===== config.mk =====
export PLATFORM = sky130hd
export DESIGN_NAME = spi_flash_rd_seq
export DESIGN_NICKNAME = d
export VERILOG_FILES = /design/src/rtl/spi_flash_rd_seq.sv
export SDC_FILE = /design/constraint.sdc
export NUM_CORES = 1
export LEC_CHECK = 0
export CAP_MARGIN = 30
export CORE_MARGIN = 2
export CORE_UTILIZATION = 52
export DETAILED_ROUTE_END_ITERATION = 7
export PLACE_DENSITY_LB_ADDON = 0.25
export RECOVER_POWER = 100
export SYNTH_ARGS = -nofsm -noshare
export SYNTH_HDL_FRONTEND = slang
export SYNTH_SLANG_ARGS = --single-unit

===== constraint.sdc =====
create_clock -name i_clk -period 2.6 [get_ports i_clk]
set_clock_uncertainty 0.1 [all_clocks]
set_input_delay 0.52 -clock i_clk [delete_from_list [all_inputs] [get_ports i_clk]]
set_output_delay 0.52 -clock i_clk [all_outputs]
set_load 0.05 [all_outputs]

===== src/rtl/spi_flash_rd_seq.sv =====
// Flash read sequencer: polls RDSR1 until WIP clears, then issues READ (0x03)
// and streams the returned bytes, driving a byte-wide SPI engine over req/done.
module spi_flash_rd_seq #(
  parameter int LEN_W     = 8,
  parameter int POLL_GAP  = 16,
  parameter int MAX_POLLS = 255
) (
  input  logic             i_clk,
  input  logic             i_rst_n,
  input  logic             i_start,
  input  logic [23:0]      i_addr,
  input  logic [LEN_W-1:0] i_len,
  output logic             o_busy,
  output logic             o_done,
  output logic             o_timeout,
  output logic [7:0]       o_rd_data,
  output logic             o_rd_valid,
  output logic             o_xfer_req,
  output logic [7:0]       o_xfer_tx,
  output logic             o_xfer_last,
  input  logic             i_xfer_done,
  input  logic [7:0]       i_xfer_rx
);

  typedef enum logic [3:0] {
    IDLE, S_CMD, S_RSP, S_GAP, R_CMD, R_A2, R_A1, R_A0, R_DAT, FIN
  } state_t;

  localparam int GAP_W = (POLL_GAP > 1) ? $clog2(POLL_GAP) : 1;
  localparam logic [GAP_W-1:0] GAP_LAST  = GAP_W'(POLL_GAP - 1);
  localparam logic [7:0]       POLL_LAST = 8'(MAX_POLLS);

  state_t           state_q, state_d;
  logic [23:0]      addr_q, addr_d;
  logic [LEN_W-1:0] rem_q, rem_d;
  logic [7:0]       poll_q, poll_d;
  logic [GAP_W-1:0] gap_q, gap_d;
  logic             busy_q, busy_d;
  logic             done_q, done_d;
  logic             timeout_q, timeout_d;
  logic [7:0]       rd_data_q, rd_data_d;
  logic             rd_valid_q, rd_valid_d;
  logic             req_q, req_d;
  logic [7:0]       tx_q, tx_d;
  logic             last_q, last_d;

  // Each transfer state raises req while it is low, then advances on done;
  // the fall of req on done guarantees one idle cycle before the next byte.
  always_comb begin
    state_d    = state_q;
    addr_d     = addr_q;
    rem_d      = rem_q;
    poll_d     = poll_q;
    gap_d      = gap_q;
    timeout_d  = timeout_q;
    rd_data_d  = rd_data_q;
    rd_valid_d = 1'b0;
    done_d     = 1'b0;
    req_d      = req_q;
    tx_d       = tx_q;
    last_d     = last_q;

    case (state_q)
      IDLE: begin
        if (i_start) begin
          addr_d    = i_addr;
          rem_d     = i_len;
          poll_d    = 8'd0;
          timeout_d = 1'b0;
          state_d   = S_CMD;
        end
      end
      S_CMD: begin
        if (!req_q) begin
          req_d = 1'b1; tx_d = 8'h05; last_d = 1'b0;
        end else if (i_xfer_done) begin
          req_d = 1'b0; state_d = S_RSP;
        end
      end
      S_RSP: begin
        if (!req_q) begin
          req_d = 1'b1; tx_d = 8'hFF; last_d = 1'b1;
        end else if (i_xfer_done) begin
          req_d  = 1'b0;
          poll_d = poll_q + 8'd1;
          if (!i_xfer_rx[0]) begin
            if (rem_q != '0) begin
              state_d = R_CMD;
            end else begin
              state_d = FIN; done_d = 1'b1;
            end
          end else if (poll_d == POLL_LAST) begin
            state_d = FIN; done_d = 1'b1; timeout_d = 1'b1;
          end else begin
            state_d = S_GAP; gap_d = '0;
          end
        end
      end
      S_GAP: begin
        // The next status command is raised straight out of the gap so that
        // exactly POLL_GAP cycles pass with req low.
        if (gap_q == GAP_LAST) begin
          state_d = S_CMD; req_d = 1'b1; tx_d = 8'h05; last_d = 1'b0;
        end else begin
          gap_d = gap_q + 1'b1;
        end
      end
      R_CMD: begin
        if (!req_q) begin
          req_d = 1'b1; tx_d = 8'h03; last_d = 1'b0;
        end else if (i_xfer_done) begin
          req_d = 1'b0; state_d = R_A2;
        end
      end
      R_A2: begin
        if (!req_q) begin
          req_d = 1'b1; tx_d = addr_q[23:16]; last_d = 1'b0;
        end else if (i_xfer_done) begin
          req_d = 1'b0; state_d = R_A1;
        end
      end
      R_A1: begin
        if (!req_q) begin
          req_d = 1'b1; tx_d = addr_q[15:8]; last_d = 1'b0;
        end else if (i_xfer_done) begin
          req_d = 1'b0; state_d = R_A0;
        end
      end
      R_A0: begin
        if (!req_q) begin
          req_d = 1'b1; tx_d = addr_q[7:0]; last_d = 1'b0;
        end else if (i_xfer_done) begin
          req_d = 1'b0; state_d = R_DAT;
        end
      end
      R_DAT: begin
        // Done is issued together with the final data byte's valid.
        if (!req_q) begin
          req_d = 1'b1; tx_d = 8'hFF; last_d = (rem_q == LEN_W'(1));
        end else if (i_xfer_done) begin
          req_d      = 1'b0;
          rd_data_d  = i_xfer_rx;
          rd_valid_d = 1'b1;
          rem_d      = rem_q - 1'b1;
          if (rem_q == LEN_W'(1)) begin
            state_d = FIN; done_d = 1'b1;
          end
        end
      end
      FIN: begin
        state_d = IDLE;
      end
      default: begin
        state_d = IDLE;
        req_d   = 1'b0;
      end
    endcase

    busy_d = (state_d != IDLE);
  end

  always_ff @(posedge i_clk or negedge i_rst_n) begin
    if (!i_rst_n) begin
      state_q    <= IDLE;
      addr_q     <= 24'h0;
      rem_q      <= '0;
      poll_q     <= 8'd0;
      gap_q      <= '0;
      busy_q     <= 1'b0;
      done_q     <= 1'b0;
      timeout_q  <= 1'b0;
      rd_data_q  <= 8'h00;
      rd_valid_q <= 1'b0;
      req_q      <= 1'b0;
      tx_q       <= 8'h00;
      last_q     <= 1'b0;
    end else begin
      state_q    <= state_d;
      addr_q     <= addr_d;
      rem_q      <= rem_d;
      poll_q     <= poll_d;
      gap_q      <= gap_d;
      busy_q     <= busy_d;
      done_q     <= done_d;
      timeout_q  <= timeout_d;
      rd_data_q  <= rd_data_d;
      rd_valid_q <= rd_valid_d;
      req_q      <= req_d;
      tx_q       <= tx_d;
      last_q     <= last_d;
    end
  end

  assign o_busy      = busy_q;
  assign o_done      = done_q;
  assign o_timeout   = timeout_q;
  assign o_rd_data   = rd_data_q;
  assign o_rd_valid  = rd_valid_q;
  assign o_xfer_req  = req_q;
  assign o_xfer_tx   = tx_q;
  assign o_xfer_last = last_q;

endmodule


==> impl_results.md <==
* Ys async rst share at 100%
* Critical path startpoint category: flop
* Buf/Inv on CP at 1
* Synth Area in Compound Gates at between 15 and 20%
* Routed Antenna Nets at 0
* Power Density at 1120 mW/mm2
* Num rows at 30
* Comb pwr share at 45.5%
* Number of synthesis warnings at 0
* Seq cells post-synth at 70
* Simple-gate share of the synthesized area at between 20% and 30%
* PortBufs at 65
* Root Buffer: clkbuf_8
* DRC viols at 0
* Core Footprint at 0.00672 mm2
* Cell Int Power at between 2 and 3 mW
* CTS tree: yes
* Vias in the first global route at 2931
* Area Growth Syn to Fin at 27.3%
* Largest family of logic cells by synthesized area: simple AND/OR/NAND/NOR gates
* Die W at 87.0 um
* CTS Sinks at 70
* First-pass GRT wire length at 13.6 mm
* Setup Viol. Count Final at 0
* CP Cell Sequence: dlygate4sd3_1
* Largest net degree at the start of global routing at slightly above 40
* Synth top area share at 48.9%
* Clock latency on the worst-skew pair at 350 ps
* DP HPWL at 5.99 mm
* Count leader, synth: nand2_1
* Setup Buffers After CTS at 0
* Clock power frac at between 10% and 20%
* Crit path from: o_xfer_req$_DFFE_PN0P_
* Sequential Power Share at a little over a third
* VDD IR-drop max at just under 0.7 mV
* Layout cell share with drive strength beyond 1 at a little under an eighth
* R2r setup slk at around 250 ps
* Switching share of power at 42.5%
* Largest cells by area after synthesis: dfrtp_1 49%, nand2_1 10%, mux2_2 6.6%
* Leak Pwr at 2.09 nW
* Worst-path fanout max at 9
* Total Routed Length at approximately 8.3 mm
* Worst-path cell with the longest stage delay: dlygate4sd3_1
* Cells after Synth at 391
* DR pass1 iterations at 5
* Fin. max-slew vios at 0
* Syn_area_per_cell at 9.16 um2
* CP Data Arrival Time at roughly 1800 ps
* Drt initial violations at approximately 210
* Worst Setup End Kind: output port
* Post-synthesis cell type count at 53
* Ys flop type: dfrtp_1
* Syn_nets at between 400 and 500
* Outcome: finished, final reports clean
* Reg2reg path depth at 5
* Slew @ Worst Pin at 820 ps
* Post-synthesis mux area share at 8.00%
* Fin crit share at 92.3%
* Crit-path leading delay family: buffers and inverters
* Max Cap Viol at 0
* NumNets Final at 513
* Largest stage delay, worst path at 930 ps
* CP Class: reg2out
* H-tree levels at 3
* Cell Area, Synth at 0.00358 mm2
* Net switching power at 2.16 mW
* Final GP Congestion at 0.989
* Die area at 0.00757 mm2
* Grt total ovfl at 0
* Minimum clock period at 2400 ps
* CP Depth at 1
* CTS clk-pin slew, worst paths at 80 ps
* Cell taking the most area after synthesis: dfrtp_1
* Sequential area share after synthesis at roughly 49%
* Crit Reg-Reg Startpoint: state_q[0]$_DFF_PN0_
* Total track usage at 22.9%
* Max Fclk at 417 MHz
* Critical R2R Capture: o_rd_data[4]$_DFFE_PN0P_
* Final Core Density at 67.8%
* Final hold vios at 0
* Number of CTS-inserted buffers at 9
* Drt wl/cell at 15.2 um
* Worst Setup EP: o_xfer_req
* Synth cell count leaders: 98 x nand2_1, 70 x dfrtp_1, 35 x o21ai_0
* Adder-cell share of the synthesized area at 2.10%
* RSZ-0062 raised after global routing: false
* Initial antenna violation count at 0
* Initial Utilization at 53.3%
* Final setup TNS at 0 ps
* # IOs at 66
* Worst EP required at 1980 ps
* Die height at 87.0 um
* Vias at 3110
* Synth Area in XOR/XNOR at 1.47%
* Number of synthesized flops with an enable pin at 0
* Clock buffer depth at 2
* Slew headroom at 45.3%
* Vias per inst at 5.68
* Diode count at 0
* Hold Crit Class: reg2reg
## cells by family (layout without fill, tap and decap cells)
group,Yosys count,count (layout)
buf+inv,30,107
fa+ha+maj,6,6
mux,26,26
flops,70,70
compound gates,86,86
xor+xnor,6,6
simple gates,167,167
## state kept, by name, summed over array words and instances, names as in the netlist
signal	cells
o_done	1
o_rd_data	8
gap_q	4
poll_q	8
addr_q	24
o_xfer_tx	8
rem_q	8
o_xfer_req	1
o_busy	1
o_rd_valid	1
state_q	4
o_timeout	1
o_xfer_last	1
## cell usage in the layout (no fill, tap or decap), drive strengths merged, types with 4 or more instances in the layout
cell,synthesis,layout
a21oi,16,16
a22oi,7,7
a31oi,5,5
and3,4,4
buf,9,9
clkbuf,11,18
clkdlybuf4s50,0,42
dfrtp,70,70
dlygate4sd3,0,23
ha,6,6
inv,10,11
mux2,21,21
mux2i,5,5
nand2,98,98
nand3,9,9
nor2,23,23
nor2b,5,5
nor3,7,7
o21ai,38,38
xor2,6,6
## metal layers
layer	GRT usage (%)	routed length, um	vias up	part of all wire [%]
met2	37.3	4030	94	48
met5	0	0	-	0
met4	9.38	179	0	2.2
met3	3.70	417	19	5.0
met1	30.6	3690	1488	44
li1	-	-	1509	-
## layout make-up
class	count	area [um2]
Tap cell	80	100
Clock inverter	5	56.3
Sequential cell	70	1750
Clock buffer	11	151
Fill cell	546	2160
Multi-Input combinational cell	291	1700
Timing Repair Buffer	81	759
Inverter	10	37.5
## how the worst min path moves through the flow
stage,start,endpoint,slack (ps),cells after the start
floorplan,i_rst_n,addr_q[0]$_DFFE_PN0P_,120,0
global placement,i_rst_n,state_q[1]$_DFF_PN0_,340,1
detailed placement,i_rst_n,state_q[1]$_DFF_PN0_,340,1
CTS,addr_q[9]$_DFFE_PN0P_,addr_q[9]$_DFFE_PN0P_,370,2
global route,addr_q[2]$_DFFE_PN0P_,addr_q[2]$_DFFE_PN0P_,400,2
finish,addr_q[9]$_DFFE_PN0P_,addr_q[9]$_DFFE_PN0P_,370,2
## stage by stage
step                      setup WS [ps]  instances  power, mW  cell area [um2]  hold slack, ps
after global routing                133        548       5.42             4560             399
after CTS                           240        548       5.17             4590             373
final                               200        548       5.09             4560             371
after floorplan                     543        391       3.49             3580             124
after global placement              306        531       4.18             4370             342
after detailed placement            249        531       4.25             4370             342
## power by group through the flow
stage	clock (mW)	sequential [mW]	combinational (mW)
CTS	0.923	1.86	2.39
detailed placement	0	1.87	2.38
finish	0.922	1.85	2.32
global placement	0	1.85	2.32
global route	0.984	1.91	2.53
floorplan	0	2.14	1.34
## timing repair
| item | in CTS | in global routing |
|---|---|---|
| hold buffers | 1 | 0 |
| resized for setup | 0 | 0 |
| endpoints found under the hold margin | 12 | 0 |
No activity file was read; power rests on OpenSTA's default activity.
